<file path="config.mk">
export PLATFORM = sky130hd
export DESIGN_NAME = bp_me_cfg_boot_sequencer
export DESIGN_NICKNAME = d
export VERILOG_FILES = /design/src/rtl/bp_me_cfg_boot_sequencer_pkg.sv /design/src/rtl/bp_me_cfg_boot_sequencer_cmd_gen.sv /design/src/rtl/bp_me_cfg_boot_sequencer.sv
export SDC_FILE = /design/constraint.sdc
export NUM_CORES = 1
export LEC_CHECK = 0
export CAP_MARGIN = 20
export CORE_MARGIN = 8
export CORE_UTILIZATION = 42
export CTS_BUF_LIST = sky130_fd_sc_hd__clkbuf_4 sky130_fd_sc_hd__clkbuf_8 sky130_fd_sc_hd__clkbuf_16
export DETAILED_ROUTE_END_ITERATION = 7
export GPL_TIMING_DRIVEN = 0
export PLACE_DENSITY = 0.9
export SLEW_MARGIN = 25
export SYNTH_ARGS = -nofsm -noshare
export SYNTH_HDL_FRONTEND = slang
export SYNTH_HIERARCHICAL = 1
export SYNTH_SLANG_ARGS = --single-unit
</file>
<file path="constraint.sdc">
create_clock -name clk_i -period 4.3 [get_ports clk_i]
set_input_delay 1.075 -clock clk_i [delete_from_list [all_inputs] [get_ports clk_i]]
set_output_delay 1.075 -clock clk_i [all_outputs]
set_load 0.01 [all_outputs]
</file>
<file path="src/rtl/bp_me_cfg_boot_sequencer_pkg.sv">
// -----------------------------------------------------------------------------
// bp_me_cfg_boot_sequencer_pkg
//   Shared definitions for the configuration boot sequencer. This file holds the
//   BedRock memory header layout and message enums, the config-slice register
//   offsets, the LCE/CCE mode values and the sequencer state enum.
//   Optional feature macro: BP_ME_CFG_BOOT_SEQUENCER_READBACK_EN adds the
//   microcode readback state (e_seq_ucode_rd).
// -----------------------------------------------------------------------------
package bp_me_cfg_boot_sequencer_pkg;

  localparam int paddr_width_gp     = 40;
  localparam int cce_instr_width_gp = 64;

  // Config-slice register map
  localparam logic [paddr_width_gp-1:0] cfg_reg_freeze_gp           = 40'h00_0000_0008;
  localparam logic [paddr_width_gp-1:0] cfg_reg_npc_gp              = 40'h00_0000_0010;
  localparam logic [paddr_width_gp-1:0] cfg_reg_icache_mode_gp      = 40'h00_0000_0200;
  localparam logic [paddr_width_gp-1:0] cfg_reg_dcache_mode_gp      = 40'h00_0000_0400;
  localparam logic [paddr_width_gp-1:0] cfg_reg_cce_mode_gp         = 40'h00_0000_0600;
  localparam logic [paddr_width_gp-1:0] cfg_mem_cce_ucode_match_gp  = 40'h00_0000_8000;

  localparam logic [63:0] boot_base_addr_gp = 64'h0000_0000_0011_0000;

  typedef enum logic [1:0] {
    e_lce_mode_uncached = 2'd0,
    e_lce_mode_normal   = 2'd1,
    e_lce_mode_nonspec  = 2'd2
  } bp_lce_mode_e;

  typedef enum logic [1:0] {
    e_cce_mode_uncached = 2'd0,
    e_cce_mode_normal   = 2'd1
  } bp_cce_mode_e;

  typedef enum logic [3:0] {
    e_bedrock_mem_rd    = 4'd0,
    e_bedrock_mem_wr    = 4'd1,
    e_bedrock_mem_uc_rd = 4'd2,
    e_bedrock_mem_uc_wr = 4'd3
  } bp_bedrock_mem_type_e;

  typedef enum logic [2:0] {
    e_bedrock_msg_size_1  = 3'd0,
    e_bedrock_msg_size_2  = 3'd1,
    e_bedrock_msg_size_4  = 3'd2,
    e_bedrock_msg_size_8  = 3'd3,
    e_bedrock_msg_size_16 = 3'd4,
    e_bedrock_msg_size_32 = 3'd5,
    e_bedrock_msg_size_64 = 3'd6
  } bp_bedrock_msg_size_e;

  typedef struct packed {
    logic [15:0]                 payload;
    bp_bedrock_msg_size_e        size;
    logic [paddr_width_gp-1:0]   addr;
    logic [3:0]                  subop;
    bp_bedrock_mem_type_e        msg_type;
  } bp_bedrock_mem_header_s;

  localparam int mem_header_width_gp = $bits(bp_bedrock_mem_header_s);

  typedef enum logic [3:0] {
    e_seq_idle,
    e_seq_freeze,
    e_seq_rom,
    e_seq_ucode_wr,
`ifdef BP_ME_CFG_BOOT_SEQUENCER_READBACK_EN
    e_seq_ucode_rd,
`endif
    e_seq_icache,
    e_seq_dcache,
    e_seq_cce,
    e_seq_npc,
    e_seq_unfreeze,
    e_seq_wait,
    e_seq_done,
    e_seq_error
  } bp_cfg_seq_state_e;

endpackage

</file>
<file path="src/rtl/bp_me_cfg_boot_sequencer_cmd_gen.sv">
// -----------------------------------------------------------------------------
// bp_me_cfg_seq_cmd_gen
//   Purely combinational command builder: maps the sequencer state and the
//   microcode index onto a BedRock header and payload.
//   Ports:
//     i_state      - current sequencer state
//     i_idx        - microcode word index
//     i_ucode_word - microcode word to write
//     o_cmd_v      - high in every command-issuing state
//     o_header     - BedRock header (all zero outside command states)
//     o_data       - command payload
//   Optional feature macro: BP_ME_CFG_BOOT_SEQUENCER_READBACK_EN adds the
//   uncached-read command used for readback.
// -----------------------------------------------------------------------------
module bp_me_cfg_seq_cmd_gen
  import bp_me_cfg_boot_sequencer_pkg::*;
  #(parameter int                        cce_pc_width_p  = 8,
    parameter logic [paddr_width_gp-1:0] cfg_base_addr_p = '0,
    parameter logic [63:0]               npc_p           = boot_base_addr_gp,
    parameter logic [63:0]               lce_mode_p      = 64'(e_lce_mode_normal),
    parameter logic [63:0]               cce_mode_p      = 64'(e_cce_mode_normal))
  (input  bp_cfg_seq_state_e          i_state,
   input  logic [cce_pc_width_p-1:0]  i_idx,
   input  logic [63:0]                i_ucode_word,
   output logic                       o_cmd_v,
   output bp_bedrock_mem_header_s     o_header,
   output logic [63:0]                o_data);

  logic [paddr_width_gp-1:0] w_offset;
  logic [paddr_width_gp-1:0] w_ucode_offset;
  bp_bedrock_mem_type_e      w_type;

  // Each microcode word occupies one 8-byte slot in the match window
  assign w_ucode_offset = cfg_mem_cce_ucode_match_gp + (paddr_width_gp'(i_idx) << 3);

  always_comb begin
    w_offset = '0;
    w_type   = e_bedrock_mem_uc_wr;
    o_data   = '0;
    o_cmd_v  = 1'b1;
    unique case (i_state)
      e_seq_freeze:   begin w_offset = cfg_reg_freeze_gp;      o_data = 64'd1;        end
      e_seq_ucode_wr: begin w_offset = w_ucode_offset;         o_data = i_ucode_word; end
`ifdef BP_ME_CFG_BOOT_SEQUENCER_READBACK_EN
      e_seq_ucode_rd: begin w_offset = w_ucode_offset;         w_type = e_bedrock_mem_uc_rd; end
`endif
      e_seq_icache:   begin w_offset = cfg_reg_icache_mode_gp; o_data = lce_mode_p;   end
      e_seq_dcache:   begin w_offset = cfg_reg_dcache_mode_gp; o_data = lce_mode_p;   end
      e_seq_cce:      begin w_offset = cfg_reg_cce_mode_gp;    o_data = cce_mode_p;   end
      e_seq_npc:      begin w_offset = cfg_reg_npc_gp;         o_data = npc_p;        end
      e_seq_unfreeze: begin w_offset = cfg_reg_freeze_gp;      o_data = 64'd0;        end
      default:        o_cmd_v = 1'b0;
    endcase

    o_header = '0;
    if (o_cmd_v) begin
      o_header.msg_type = w_type;
      o_header.size     = e_bedrock_msg_size_8;
      o_header.addr     = cfg_base_addr_p | w_offset;
    end
  end

endmodule

</file>
<file path="src/rtl/bp_me_cfg_boot_sequencer.sv">
// -----------------------------------------------------------------------------
// bp_me_cfg_boot_sequencer
//   Headless boot sequencer for one tile's config slice. On start_i it freezes
//   the core, copies CCE microcode from a local ROM into the slice, programs the
//   LCE/CCE modes and the NPC, then unfreezes. One command outstanding at a time.
//   Ports:
//     clk_i, reset_n_i          - clock, asynchronous active-low reset
//     start_i                   - start pulse (only honoured in IDLE)
//     done_o, error_o           - sticky completion / failure flags
//     ucode_addr_o/ucode_data_i - synchronous microcode ROM port
//     mem_cmd_*                 - BedRock command toward the config slice
//     mem_resp_*                - BedRock response from the config slice
//   Optional feature macro: BP_ME_CFG_BOOT_SEQUENCER_READBACK_EN reads every
//   microcode word back after writing it and flags a mismatch as an error.
// -----------------------------------------------------------------------------
module bp_me_cfg_boot_sequencer
  import bp_me_cfg_boot_sequencer_pkg::*;
  #(parameter int                        cce_pc_width_p  = 8,
    parameter int                        ucode_els_p     = 256,
    parameter logic [paddr_width_gp-1:0] cfg_base_addr_p = '0,
    parameter logic [63:0]               npc_p           = boot_base_addr_gp,
    parameter logic [63:0]               lce_mode_p      = 64'(e_lce_mode_normal),
    parameter logic [63:0]               cce_mode_p      = 64'(e_cce_mode_normal),
    parameter int                        timeout_p       = 1024,
    localparam int                       mem_header_width_lp = mem_header_width_gp)
  (input  logic                           clk_i,
   input  logic                           reset_n_i,
   input  logic                           start_i,
   output logic                           done_o,
   output logic                           error_o,
   output logic [cce_pc_width_p-1:0]      ucode_addr_o,
   input  logic [63:0]                    ucode_data_i,
   output logic [mem_header_width_lp-1:0] mem_cmd_header_o,
   output logic [63:0]                    mem_cmd_data_o,
   output logic                           mem_cmd_v_o,
   input  logic                           mem_cmd_ready_and_i,
   input  logic [mem_header_width_lp-1:0] mem_resp_header_i,
   input  logic [63:0]                    mem_resp_data_i,
   input  logic                           mem_resp_v_i,
   output logic                           mem_resp_ready_and_o);

  localparam int tmo_width_lp = $clog2(timeout_p) + 1;
  localparam logic [cce_pc_width_p-1:0] ucode_last_lp = cce_pc_width_p'(ucode_els_p - 1);
  localparam logic [tmo_width_lp-1:0]   tmo_last_lp   = tmo_width_lp'(timeout_p - 1);

  // Reset asserts asynchronously, releases two clocks later in step with clk_i
  logic [1:0] r_rst_sync;
  logic       w_rst_n;
  always_ff @(posedge clk_i or negedge reset_n_i) begin
    if (!reset_n_i) r_rst_sync <= 2'b00;
    else            r_rst_sync <= {r_rst_sync[0], 1'b1};
  end
  assign w_rst_n = r_rst_sync[1];

  bp_cfg_seq_state_e         r_state, w_state_next;
  bp_cfg_seq_state_e         r_ret_state, w_ret_next;
  logic [cce_pc_width_p-1:0] r_idx, w_idx_next;
  logic                      r_bump_idx, w_bump_next;
  bp_bedrock_mem_type_e      r_cmd_type;
  logic [63:0]               r_word;
  logic                      r_have_word;
  logic [tmo_width_lp-1:0]   r_tmo;
  logic                      w_tmo_clr;

  logic                      w_cmd_v;
  logic                      w_cmd_fire;
  bp_bedrock_mem_header_s    w_cmd_header;
  bp_bedrock_mem_header_s    w_resp_header;
  logic [63:0]               w_ucode_word;
  logic                      w_last;
  logic                      w_resp_bad;
  logic                      w_unused_resp;

  // The ROM word is live on the first UCODE_WR cycle; afterwards the captured
  // copy keeps the payload stable under backpressure.
  assign w_ucode_word  = r_have_word ? r_word : ucode_data_i;
  assign w_last        = (r_idx == ucode_last_lp);
  assign w_cmd_fire    = w_cmd_v & mem_cmd_ready_and_i;
  assign w_resp_header = bp_bedrock_mem_header_s'(mem_resp_header_i);
  assign w_unused_resp = ^{mem_resp_header_i, mem_resp_data_i};

`ifdef BP_ME_CFG_BOOT_SEQUENCER_READBACK_EN
  assign w_resp_bad = (w_resp_header.msg_type != r_cmd_type)
                    || ((r_cmd_type == e_bedrock_mem_uc_rd)
                        && (mem_resp_data_i[0+:cce_instr_width_gp] != r_word[0+:cce_instr_width_gp]));
`else
  assign w_resp_bad = (w_resp_header.msg_type != r_cmd_type);
`endif

  bp_me_cfg_seq_cmd_gen
   #(.cce_pc_width_p (cce_pc_width_p),
     .cfg_base_addr_p(cfg_base_addr_p),
     .npc_p          (npc_p),
     .lce_mode_p     (lce_mode_p),
     .cce_mode_p     (cce_mode_p))
   u_cmd_gen
    (.i_state     (r_state),
     .i_idx       (r_idx),
     .i_ucode_word(w_ucode_word),
     .o_cmd_v     (w_cmd_v),
     .o_header    (w_cmd_header),
     .o_data      (mem_cmd_data_o));

  always_ff @(posedge clk_i or negedge w_rst_n) begin
    if (!w_rst_n) begin
      r_state     <= e_seq_idle;
      r_ret_state <= e_seq_idle;
      r_idx       <= '0;
      r_bump_idx  <= 1'b0;
      r_cmd_type  <= e_bedrock_mem_rd;
      r_word      <= '0;
      r_have_word <= 1'b0;
      r_tmo       <= '0;
    end else begin
      r_state     <= w_state_next;
      r_ret_state <= w_ret_next;
      r_idx       <= w_idx_next;
      r_bump_idx  <= w_bump_next;
      if (w_cmd_fire) r_cmd_type <= w_cmd_header.msg_type;
      if (r_state == e_seq_rom) begin
        r_have_word <= 1'b0;
      end else if (r_state == e_seq_ucode_wr) begin
        r_word      <= w_ucode_word;
        r_have_word <= 1'b1;
      end
      if (w_tmo_clr)                  r_tmo <= '0;
      else if (r_state == e_seq_wait) r_tmo <= r_tmo + tmo_width_lp'(1);
    end
  end

  always_comb begin
    w_state_next = r_state;
    w_ret_next   = r_ret_state;
    w_idx_next   = r_idx;
    w_bump_next  = r_bump_idx;
    w_tmo_clr    = 1'b0;
    unique case (r_state)
      e_seq_idle: if (start_i) w_state_next = e_seq_freeze;
      e_seq_rom:  w_state_next = e_seq_ucode_wr;
      e_seq_wait: begin
        if (mem_resp_v_i) begin
          if (w_resp_bad) begin
            w_state_next = e_seq_error;
          end else begin
            w_state_next = r_ret_state;
            if (r_bump_idx) w_idx_next = r_idx + cce_pc_width_p'(1);
          end
        end else if (r_tmo == tmo_last_lp) begin
          w_state_next = e_seq_error;
        end
      end
      e_seq_done, e_seq_error: w_state_next = r_state;
      default: begin
        // Command-issuing states: hand off to WAIT once the slice accepts
        if (w_cmd_fire) begin
          w_state_next = e_seq_wait;
          w_tmo_clr    = 1'b1;
          w_bump_next  = 1'b0;
          unique case (r_state)
            e_seq_freeze: w_ret_next = e_seq_rom;
`ifdef BP_ME_CFG_BOOT_SEQUENCER_READBACK_EN
            e_seq_ucode_wr: w_ret_next = e_seq_ucode_rd;
            e_seq_ucode_rd: begin
              w_ret_next  = w_last ? e_seq_icache : e_seq_rom;
              w_bump_next = 1'b1;
            end
`else
            e_seq_ucode_wr: begin
              w_ret_next  = w_last ? e_seq_icache : e_seq_rom;
              w_bump_next = 1'b1;
            end
`endif
            e_seq_icache: w_ret_next = e_seq_dcache;
            e_seq_dcache: w_ret_next = e_seq_cce;
            e_seq_cce:    w_ret_next = e_seq_npc;
            e_seq_npc:    w_ret_next = e_seq_unfreeze;
            default:      w_ret_next = e_seq_done;
          endcase
        end
      end
    endcase
  end

  assign done_o               = (r_state == e_seq_done);
  assign error_o              = (r_state == e_seq_error);
  assign ucode_addr_o         = r_idx;
  assign mem_cmd_v_o          = w_cmd_v;
  assign mem_cmd_header_o     = w_cmd_header;
  assign mem_resp_ready_and_o = (r_state == e_seq_wait);

endmodule

</file>
== After elaboration in Yosys (flattened, before gate mapping) ==
Cells that the tools add are included.
Storage, ports and cells
  bits in registers: 99
  output and inout port bits: 143
Operators by class
  add/subtract/negate cells: 3
  bitwise logic cells: 5
  multiplexer cells: 21
  eq/ne operators: 16
  reduce and logical (&&, ||, !) cells: 13
Operator list (count)
  $pmux W40 S6: 1
  $pmux W64 S3: 1
  $mux W64: 1
  $mux W42: 1
  $pmux W4 S6: 1
  $mux W11: 2
  $mux W4: 5
  $add A16 B11 Y17 const A: 1
  $eq A4 B3 Y1 const B: 4
  $eq A4 B4 Y1 const B: 4
  $pmux W4 S4: 1
  $add A11 B1 Y11 const B: 1
  $eq A11 B10 Y1 const B: 1
  $add A8 B1 Y8 const B: 1
  $eq A4 B2 Y1 const B: 2
  $eq A8 B8 Y1 const B: 1
  $reduce_and A4 Y1: 2
  $reduce_or A7 Y1: 1
  $mux W1: 6
  $reduce_or A5 Y1: 1
  $eq A4 B1 Y1 const B: 1
  $logic_not A4 Y1: 1
  $ne A4 B4 Y1: 1
  $not A1 Y1: 4
  10 further kinds: 13

== Longest topological paths before layout ==
Gate-level depths: netlist of the first run.
  word-level depth: 7
  gate-level depth with buffers: 8

== Hierarchy ==
The synthesis of the first run kept the hierarchy.
By module, submodules not included
  bp_me_cfg_boot_sequencer: times used 1, area each 4971.0 um2, cells each 538
  bp_me_cfg_seq_cmd_gen: times used 1, area each 1056.0 um2, cells each 157

== Worst setup path before layout of the first run ==
Ideal clock, no wire load.
  path type: input port to output port
  from: in ucode_data_i[0]
  to: out mem_cmd_data_o[0]
  arrival: 1.543 ns
  path buffers: 0
  stages: 3
  setup slack: 1.682 ns
  cells stage by stage: mux2_2 > a21oi_1 > nor2_1
On the way
  longest elaborated chain between the ends: 2
RTL lines
  start, declared: RTL line bp_me_cfg_boot_sequencer.sv:32  | input logic [63:0] ucode_data_i,
  $mux W64: RTL line bp_me_cfg_boot_sequencer.sv:76  | assign w_ucode_word = r_have_word ? r_word : ucode_data_i;
  $pmux W64 S3: RTL line bp_me_cfg_boot_sequencer_cmd_gen.sv:41  | unique case (i_state)
  end, declared: RTL line bp_me_cfg_boot_sequencer.sv:34  | output logic [63:0] mem_cmd_data_o,
No other way between the ends.

== Worst setup path in the final report of the first run ==
  from: reg r_state[0]
  to: out mem_cmd_data_o[31]
On the way
  longest elaborated chain between the ends: 3
  elaborated cells between the ends (all ways): 8
RTL lines
  start, declared: RTL line bp_me_cfg_boot_sequencer.sv:55  | bp_cfg_seq_state_e r_state, w_state_next;
  start signal, assigned: RTL line bp_me_cfg_boot_sequencer.sv:106  | r_state <= e_seq_idle;
  start signal, assigned: RTL line bp_me_cfg_boot_sequencer.sv:115  | r_state <= w_state_next;
  $eq A4 B1 Y1 / $eq A4 B3 Y1 (equally long branches): RTL line bp_me_cfg_boot_sequencer_cmd_gen.sv:41
  $reduce_or A4 Y1 (no source line)
  $pmux W64 S3 *: RTL line bp_me_cfg_boot_sequencer_cmd_gen.sv:41
Every way passes the cells marked *; elsewhere a longest branch is shown, timed or not.

==> results.yml, run 1 <==
routing:
  drt_iter0_drc: 270
  drc: 0
  vias_per_cell: 4.856
  wire_per_inst_um: 16.94
  vias: 5376
  wl_mm: 18.75
  ant_nets: 0
  drt_pass1_iterations: 6
pwr:
  seqPwrFrac: 0.326
  switchingPower_mw: 1.776
  power.density_nw_per_um2: 564.6
  p_int_mw: 2.990
  peakVddDrop_v: 0.0003250
  p_leak_nw: 3.667
  clkPwrFrac: 0.187
  power_mw: 4.766
  pwr-share-comb: 0.488
  switching_share: 0.3727
clock_network:
  clk_pin_slew_ns: 0.08
  htreeDepth: 3
  cts_tree: "built"
  cts_sinks: 99
  cts-root-buf: "clkbuf_16"
  clockBufferDepth: 2
  clock_latency_ns: 0.35
  ctsResizeCount: 0
  postCtsHoldBufs: 0
  cts_setup_buffers: 0
  cts_buffers: 9
synthesis:
  ys_ff_latch: 99
  synth_cell_types: 50
  synth_top_area_cell: "dfrtp_1"
  yosysSeqAreaShare: 0.4110
  synth.avg_cell_area_um2: 8.672
  synth_area_um2: 6027
  ys_async_sr_fraction: 1.000
  synthTopCellsByArea: "dfrtp_1 (41%), nor2_1 (13%), mux2_2 (12%)"
  ys_warn_count: 6
  syn_inst: 695
  synth_edf_count: 0
  post-synth-top-area-fraction: 0.4110
  ys.flop_type: "dfrtp_1"
placed_design:
  gp_congestion: 0.8535
  hpwl_mm: 14.14
  portBuffers: 161
  dpl_worst_slack_ns: 0.6629
floorplan:
  io_pins: 343
  initial_core_util: 0.4325
  coreArea_um2: 13930
  dieWidth_um: 135.8
  row_count: 43
  die_y_um: 135.8
  dieArea_um2: 18440
worst_setup_path:
  critPathArrivalTime_ns: 2.70
  worstPathRequired_ns: 3.22
  r2r_cells: 8
  end_kind: "primary output"
  crit_fanout: 10
  critical_path_class: "register to primary output"
  start_kind: "register"
min_path:
  min_path_type: "register to asynchronous set/reset pin"
sta:
  worst_slew_pin_slew_ns: 0.6865
  rsz0062_at_grt: "false"
  tns_ns: 0
  hold_ws_ns: 0.1888
  relSlewSlack: 0.5423
  hold_violations: 0
  skew_ns: 0.01465
  worst_slack_ns: 0.5256
  period_needed_ns: 3.774
  setup-violations-final: 0
  slew_violations: 0
  fin_crit_sh: 0.8778
  max_freq_mhz: 264.9
global_routing:
  grt_usage: 0.2036
  gr-total-overflow: 0
  grt_pass1_vias: 5459
  antenna_found_initial: 1
  grt_pass1_wl_mm: 29.11
  grt_max_degree: 47
final_layout:
  final_common_cell: "nor2_1"
  drive_above_1_share: 0.1877
  syn_to_final_growth_pct: 40.07
  nNetsFinal: 1124
  antennaDiodeCount: 0
  fillers: 1190
  layout_common_cells: "nor2_1 (212), clkdlybuf4s50_1 (161), dfrtp_1 (98), and2_1 (69), mux2_2 (65)"
  utilization: 0.6058
job:
  maxCapViolations: 0
run_status:
  outcome: "finished, final reports clean"
final timing paths:
path                          startpoint  slack [ns]            endpoint
min in group clk_i         r_rst_sync[0]        0.36       r_rst_sync[1]
max reg2reg                   r_state[2]        1.62          r_state[1]
max in group asynchronous      reset_n_i        3.28       r_rst_sync[1]
min                        r_rst_sync[1]        0.19          r_word[23]
max                           r_state[0]        0.53  mem_cmd_data_o[31]
min reg2reg                r_rst_sync[1]        0.19          r_word[23]
routing by layer:
layer | wire (um) | vias to the layer above | global-route usage
met5 | 13 | - | 0
met4 | 182 | 2 | 0.05429
met3 | 1618 | 16 | 0.05786
met2 | 9313 | 193 | 0.3553
met1 | 7622 | 2578 | 0.2388
li1 | - | 2587 | -
power groups by stage:
stage	registers (mW)	clock network (mW)	logic [mW]
after floorplan	1.51	0	1.55
after CTS	1.55	0.910	2.34
after global routing	1.60	0.947	2.57
after detailed placement	1.56	0	2.32
after global placement	1.55	0	2.24
final	1.55	0.890	2.32
final cells by class:
cell class                 count  area [um^2]  share of cell area
tap                          180        225.2             0.02668
buffer                        98        646.9             0.07663
timing repair buffer         163         1659              0.1965
multi-input combinational    540         3059              0.3624
clock buffer                  10        239.0             0.02831
sequential                    99         2481              0.2939
clock inverter                 6        88.84             0.01052
inverter                      11        42.54            0.005039
synth_stat cells, types with 3 or more instances:
cell type	count
a21oi_1	10
and2_1	69
and3_1	3
buf_2	19
buf_4	60
buf_6	4
clkbuf_1	15
dfrtp_1	99
inv_1	9
mux2_2	65
nand2_1	29
nand2b_1	4
nand3_1	8
nand4_1	7
nor2_1	212
nor3_1	8
nor4_1	5
o21ai_0	11
xnor2_1	13
xor2_1	6
worst max-delay path: stages (launching register included):
cell             delay, ns
dfrtp_1               0.42
buf_2                 0.21
nand2_2               0.12
nor3_4                0.21
clkbuf_1              0.56
and2_1                0.27
clkdlybuf4s50_1       0.56
sequential cells by signal (all words and copies together) (netlist names):
name and flops:
r_have_word 1, r_rst_sync 2, r_cmd_type 4, r_ret_state 4
r_bump_idx 1, r_state 4, r_word 64, ucode_addr_o 8
r_tmo 11
stage by stage:
step	cell area, um^2	instances
finish	8442	1107
global route	8442	1107
CTS	8442	1107
detailed placement	8114	1091
global placement	8063	1089
floorplan	6226	748
cell families after synthesis:
group	share of synthesized area
muxes	0.1250
other	0.001246
xor gates and xnor gates	0.02761
adders and majority gates	0.004151
AOI/OAI and AO/OA	0.04111
and+or+nand+nor	0.2755
DFF	0.4110
buffers and inverters	0.1144
No activity file was read; power rests on OpenSTA's default activity.
==> run 2, diff against run 1 <==
Settings changed: CORE_UTILIZATION 42 to 41, PLACE_DENSITY 0.9 to 0.91, SYNTH_HIERARCHICAL 1 to not set.
==> results.yml, run 2 <==
final_layout:
  top_register: "r_word"
  fin_area_um2: 7986
  syn_to_final_growth_pct: 42.38
  final_common_cell: "clkdlybuf4s50_1"
  regArea_um2: 2406
  largest_register_ffs: 64
  fillers: 1121
  antennaDiodeCount: 0
  multiInputGateArea_um2: 2751
  nNetsFinal: 951
  drive_above_1_share: 0.2162
  layout_common_cells: "clkdlybuf4s50_1 (161), dfrtp_1 (95), nor2_1 (80), mux2i_1 (64), buf_4 (60)"
routing:
  drt_iter0_drc: 229
  vias_per_cell: 4.756
  ant_nets: 0
  vias: 4423
  wire_per_inst_um: 16.42
  drc: 0
  wl_mm: 15.27
  drt_pass1_iterations: 4
clock_network:
  ctsResizeCount: 0
  postCtsHoldBufs: 0
  cts_sinks: 96
  cts_setup_buffers: 0
  cts_tree: "built"
  clk_pin_slew_ns: 0.07
  cts_buffers: 9
  clock_latency_ns: 0.35
  htreeDepth: 3
  cts-root-buf: "clkbuf_16"
  clockBufferDepth: 2
synthesis:
  synthTopCellsByArea: "dfrtp_1 (43%), mux2i_1 (11%), mux2_2 (9.6%)"
  synth_top_area_cell: "dfrtp_1"
  yosysSeqAreaShare: 0.4283
  synth_edf_count: 0
  synth_area_um2: 5609
  ys_warn_count: 0
  yosysMostFrequentCell: "dfrtp_1"
  ys_async_sr_fraction: 1.000
  ys_ff_latch: 96
  synth.avg_cell_area_um2: 10.72
  syn_inst: 523
  synthTopCellsByCount: "dfrtp_1 (96), nor2_1 (80), mux2i_1 (64)"
  ys.flop_type: "dfrtp_1"
  post-synth-top-area-fraction: 0.4283
  synth_cell_types: 51
worst_setup_path:
  critPathMaxStageDelay_ns: 0.56
  crit_fanout: 10
  path_delay_family: "buffers and inverters"
  start_kind: "register"
  crit_buf_inv: 4
  r2r_cells: 6
  end_kind: "primary output"
  path_depth: 7
  worstPathRequired_ns: 3.22
  path_cells: "buf_2 > nor2_4 > nand3_2 > clkbuf_1 > buf_2 > nor2_1 > clkdlybuf4s50_1"
  cpMostUsedCell: "buf_2"
  critPathArrivalTime_ns: 2.75
  crit_slowest_cell: "clkbuf_1"
  critical_path_class: "register to primary output"
floorplan:
  die_y_um: 133.0
  dieWidth_um: 133.0
  row_count: 42
  dieArea_um2: 17680
  coreArea_um2: 13300
  io_pins: 343
  initial_core_util: 0.4219
placed_design:
  dpl_cell_area_um2: 7671
  hpwl_mm: 11.79
  gp_congestion: 0.9029
  portBuffers: 161
global_routing:
  grt_max_degree: 52
  antenna_found_initial: 0
  grt_pass1_wl_mm: 24.48
  gr-total-overflow: 0
  grt_usage: 0.1727
  grt_pass1_vias: 4623
sta:
  hold_violations: 0
  period_needed_ns: 3.822
  setup-violations-final: 0
  fin_crit_sh: 0.8890
  skew_ns: 0.009605
  max_freq_mhz: 261.6
  relSlewSlack: 0.5414
  slew_violations: 0
  rsz0062_at_grt: "false"
  worst_slew_pin_slew_ns: 0.6878
  tns_ns: 0
pwr:
  p_leak_nw: 3.603
  power.density_nw_per_um2: 444.2
  peakVddDrop_v: 0.0003831
min_path:
  min_path_type: "register to asynchronous set/reset pin"
job:
  maxCapViolations: 0
run_status:
  outcome: "finished, final reports clean"
run 2: cell count changes after synthesis, moves of 5 or more:
cell,delta
mux2_1,+16
xnor2_1,-5
mux2_2,-17
nand2_1,-9
and2_1,-66
clkbuf_1,-11
nor2_1,-132
mux2i_1,+63
run 2: area by class of cell:
class	count	share of cell area
buffer	86	0.07755
clock buffer	11	0.03165
clock inverter	5	0.007833
inverter	9	0.004387
multi-input combinational	385	0.3445
sequential	96	0.3013
tap	176	0.02757
timing repair buffer	162	0.2052
run 2: per-layer routing:
layer	global-route usage	wire, um	vias to the layer above
li1	-	-	2142
met1	0.1908	6099	2098
met2	0.2854	7305	165
met3	0.08857	1574	18
met4	0.04795	293	0
met5	0	0	-
run 2: final timing paths:
kind / end / start / slack, ns
max in group asynchronous: r_word[1] / r_rst_sync[1] / 3.27
hold / removal: ucode_addr_o[1] / r_rst_sync[1] / 0.34
setup reg to reg: r_have_word / r_state[2] / 2.30
min in group clk_i: r_rst_sync[1] / r_rst_sync[0] / 0.36
hold reg to reg: ucode_addr_o[1] / r_rst_sync[1] / 0.34
setup / recovery: mem_cmd_header_o[14] / r_state[2] / 0.48
run 2: worst reg2reg max path, cell delays in order (launching register included):
cell	delay, ns
dfrtp_1	0.34
buf_2	0.25
nor2_4	0.07
nand3_2	0.17
clkbuf_1	0.56
buf_2	0.40
nand2_1	0.09
run 2: power breakdown:
group	leakage, nW	switching [mW]	total, mW	internal [mW]
combinational	2.20	0.540	1.21	0.668
clock	0.148	0.355	0.841	0.486
sequential	1.26	0.229	1.50	1.27
total	3.60	1.12	3.55	2.42
run 2: cell families after synthesis:
| logic type | Yosys count | synth area share |
|---|---|---|
| fa+ha+maj | 2 | 0.004461 |
| flops | 96 | 0.4283 |
| simple gates | 144 | 0.1280 |
| xor+xnor | 16 | 0.02498 |
| other cells | 2 | 0.001339 |
| mux | 129 | 0.2447 |
| buf+inv | 95 | 0.1167 |
| compound gates | 39 | 0.05153 |
run 2: through the flow:
step                      std cells  setup WS, ns  hold slack, ns  power [mW]  utilization
after global placement          913        0.2139          0.3368       2.665       0.5746
after detailed placement        914        0.6070          0.3450       2.731       0.5770
after floorplan                 576         1.428          0.3312       2.380            -
after global routing            930        0.3870          0.3770       3.777       0.6007
final                           930        0.4775          0.3406       3.548       0.6007
after CTS                       930        0.4434          0.3632       3.583       0.6007
==> run 3, diff against run 2 <==
Settings changed: CORE_AREA set to 8 8 129 131, CORE_MARGIN 8 to not set, CORE_UTILIZATION 41 to not set, CTS_CLUSTER_SIZE set to 16, DIE_AREA set to 0 0 137 139, DONT_BUFFER_PORTS set to 1, PLACE_DENSITY 0.91 to 0.56.
==> results.yml, run 3 (synthesized netlist as in run 2, its figures left out) <==
placed_design:
  dp.cells: 765
  portBuffers: 0
  dpl_worst_slack_ns: 1.332
  gp_congestion: 0.8314
  hpwl_mm: 11.48
job:
  maxCapViolations: 0
final_layout:
  top_register: "r_word"
  stdcell_count: 781
  final_common_cell: "dfrtp_1"
  nNetsFinal: 790
  utilization: 0.4318
  layout_common_cells: "dfrtp_1 (95), nor2_1 (80), mux2i_1 (64), buf_4 (60), conb_1 (55)"
  largest_register_ffs: 64
  antennaDiodeCount: 0
  drive_above_1_share: 0.2749
  syn_to_final_growth_pct: 13.56
routing:
  drc: 0
  drt_pass1_iterations: 4
  ant_nets: 0
  wire_per_inst_um: 18.80
  vias_per_cell: 4.931
  vias: 3851
  drt_iter0_drc: 170
  wl_mm: 14.69
sta:
  relSlewSlack: 0.5518
  fin_crit_sh: 0.7624
  worst_slack_ns: 1.022
  skew_ns: 0.006351
  rsz0062_at_grt: "false"
  slew_violations: 0
  worst_slew_pin_slew_ns: 0.6712
  tns_ns: 0
  setup-violations-final: 0
  hold_violations: 0
  max_freq_mhz: 305.0
  period_needed_ns: 3.278
global_routing:
  antenna_found_initial: 0
  grt_max_degree: 50
  grt_usage: 0.1519
  gr-total-overflow: 0
  grt_pass1_wl_mm: 22.43
  met1_usage: 0.1713
  grt_pass1_vias: 3935
  grt.busiest_layer: "met2"
  grt_use_met3: 0.08804
  use_met2: 0.2366
clock_network:
  clk_pin_slew_ns: 0.06
  cts-root-buf: "clkbuf_16"
  htreeDepth: 3
  cts_tree: "built"
  postCtsHoldBufs: 0
  cts_sinks: 96
  cts_buffers: 9
  clock_latency_ns: 0.34
  clockBufferDepth: 2
  cts_setup_buffers: 0
  ctsResizeCount: 0
floorplan:
  initial_core_util: 0.3802
  dieArea_um2: 19040
  row_count: 45
  dieWidth_um: 137
  coreArea_um2: 14750
  io_pins: 343
  die_y_um: 139
worst_setup_path:
  critPathArrivalTime_ns: 2.20
  end_kind: "primary output"
  crit_fanout: 10
  critical_path_class: "register to primary output"
  start_kind: "register"
  worstPathRequired_ns: 3.22
pwr:
  seqPwrFrac: 0.444
  power.density_nw_per_um2: 531.5
  p_leak_nw: 3.014
  switchingPower_mw: 1.100
  p_int_mw: 2.286
  peakVddDrop_v: 0.0002795
  pwr-share-comb: 0.318
  switching_share: 0.3248
  clkPwrFrac: 0.238
min_path:
  min_path_type: "register to asynchronous set/reset pin"
run_status:
  outcome: "finished, final reports clean"
## run 3: changes by cell type in the layout (fill, tap and decap cells not counted)
cell and change:
clkdlybuf4s50_1 -161, clkinv_2 +3, clkbuf_8 -2, clkinv_4 -1, clkinvlp_4 -1, inv_6 +1
## run 3: worst paths after layout
kind,slack [ns],to,depth (start not counted),start
hold reg to reg,0.35,r_word[12],0,r_rst_sync[1]
max in group asynchronous,3.28,ucode_addr_o[4],1,r_rst_sync[1]
hold / removal,0.35,r_word[12],0,r_rst_sync[1]
min in group clk_i,0.35,r_rst_sync[1],0,r_rst_sync[0]
setup reg to reg,2.41,r_have_word,6,r_state[2]
setup / recovery,1.02,mem_cmd_data_o[32],6,r_state[2]
## run 3: final cells by class
class,instances,area (um^2)
sequential,96,2406
clock buffer,9,225.2
inverter,9,35.03
buffer,86,619.3
tap,188,235.2
fill,1448,8382
timing repair buffer,1,27.53
clock inverter,7,70.07
multi-input combinational,385,2751
## run 3: layer usage
layer  up-vias  wire length, um
met5         -                0
met4         0              168
met3        11             2093
met2       156             6659
met1      1872             5762
li1       1812                -
## run 3: worst max-delay path, stage by stage (launching register included)
cell and delay [ns]:
dfrtp_1 0.35, buf_2 0.24, nor2_4 0.06, nand3_2 0.16
clkbuf_1 0.48, buf_2 0.39, nor2_1 0.17
## run 3: per-stage QoR
stage | cell area (um^2) | hold slack [ns] | total power, mW
2_1_floorplan | 5808 | 0.3312 | 2.380
5_1_grt | 6370 | 0.3588 | 3.606
3_3_place_gp | 6043 | 0.3447 | 2.544
6_report | 6370 | 0.3480 | 3.386
4_1_cts | 6370 | 0.3570 | 3.426
3_5_place_dp | 6075 | 0.3418 | 2.608
## run 3: power groups by stage
stage | logic [mW] | clock network [mW] | registers [mW]
floorplan | 0.922 | 0 | 1.46
global placement | 1.04 | 0 | 1.50
detailed placement | 1.09 | 0 | 1.52
CTS | 1.09 | 0.831 | 1.50
global route | 1.19 | 0.867 | 1.55
finish | 1.08 | 0.805 | 1.50
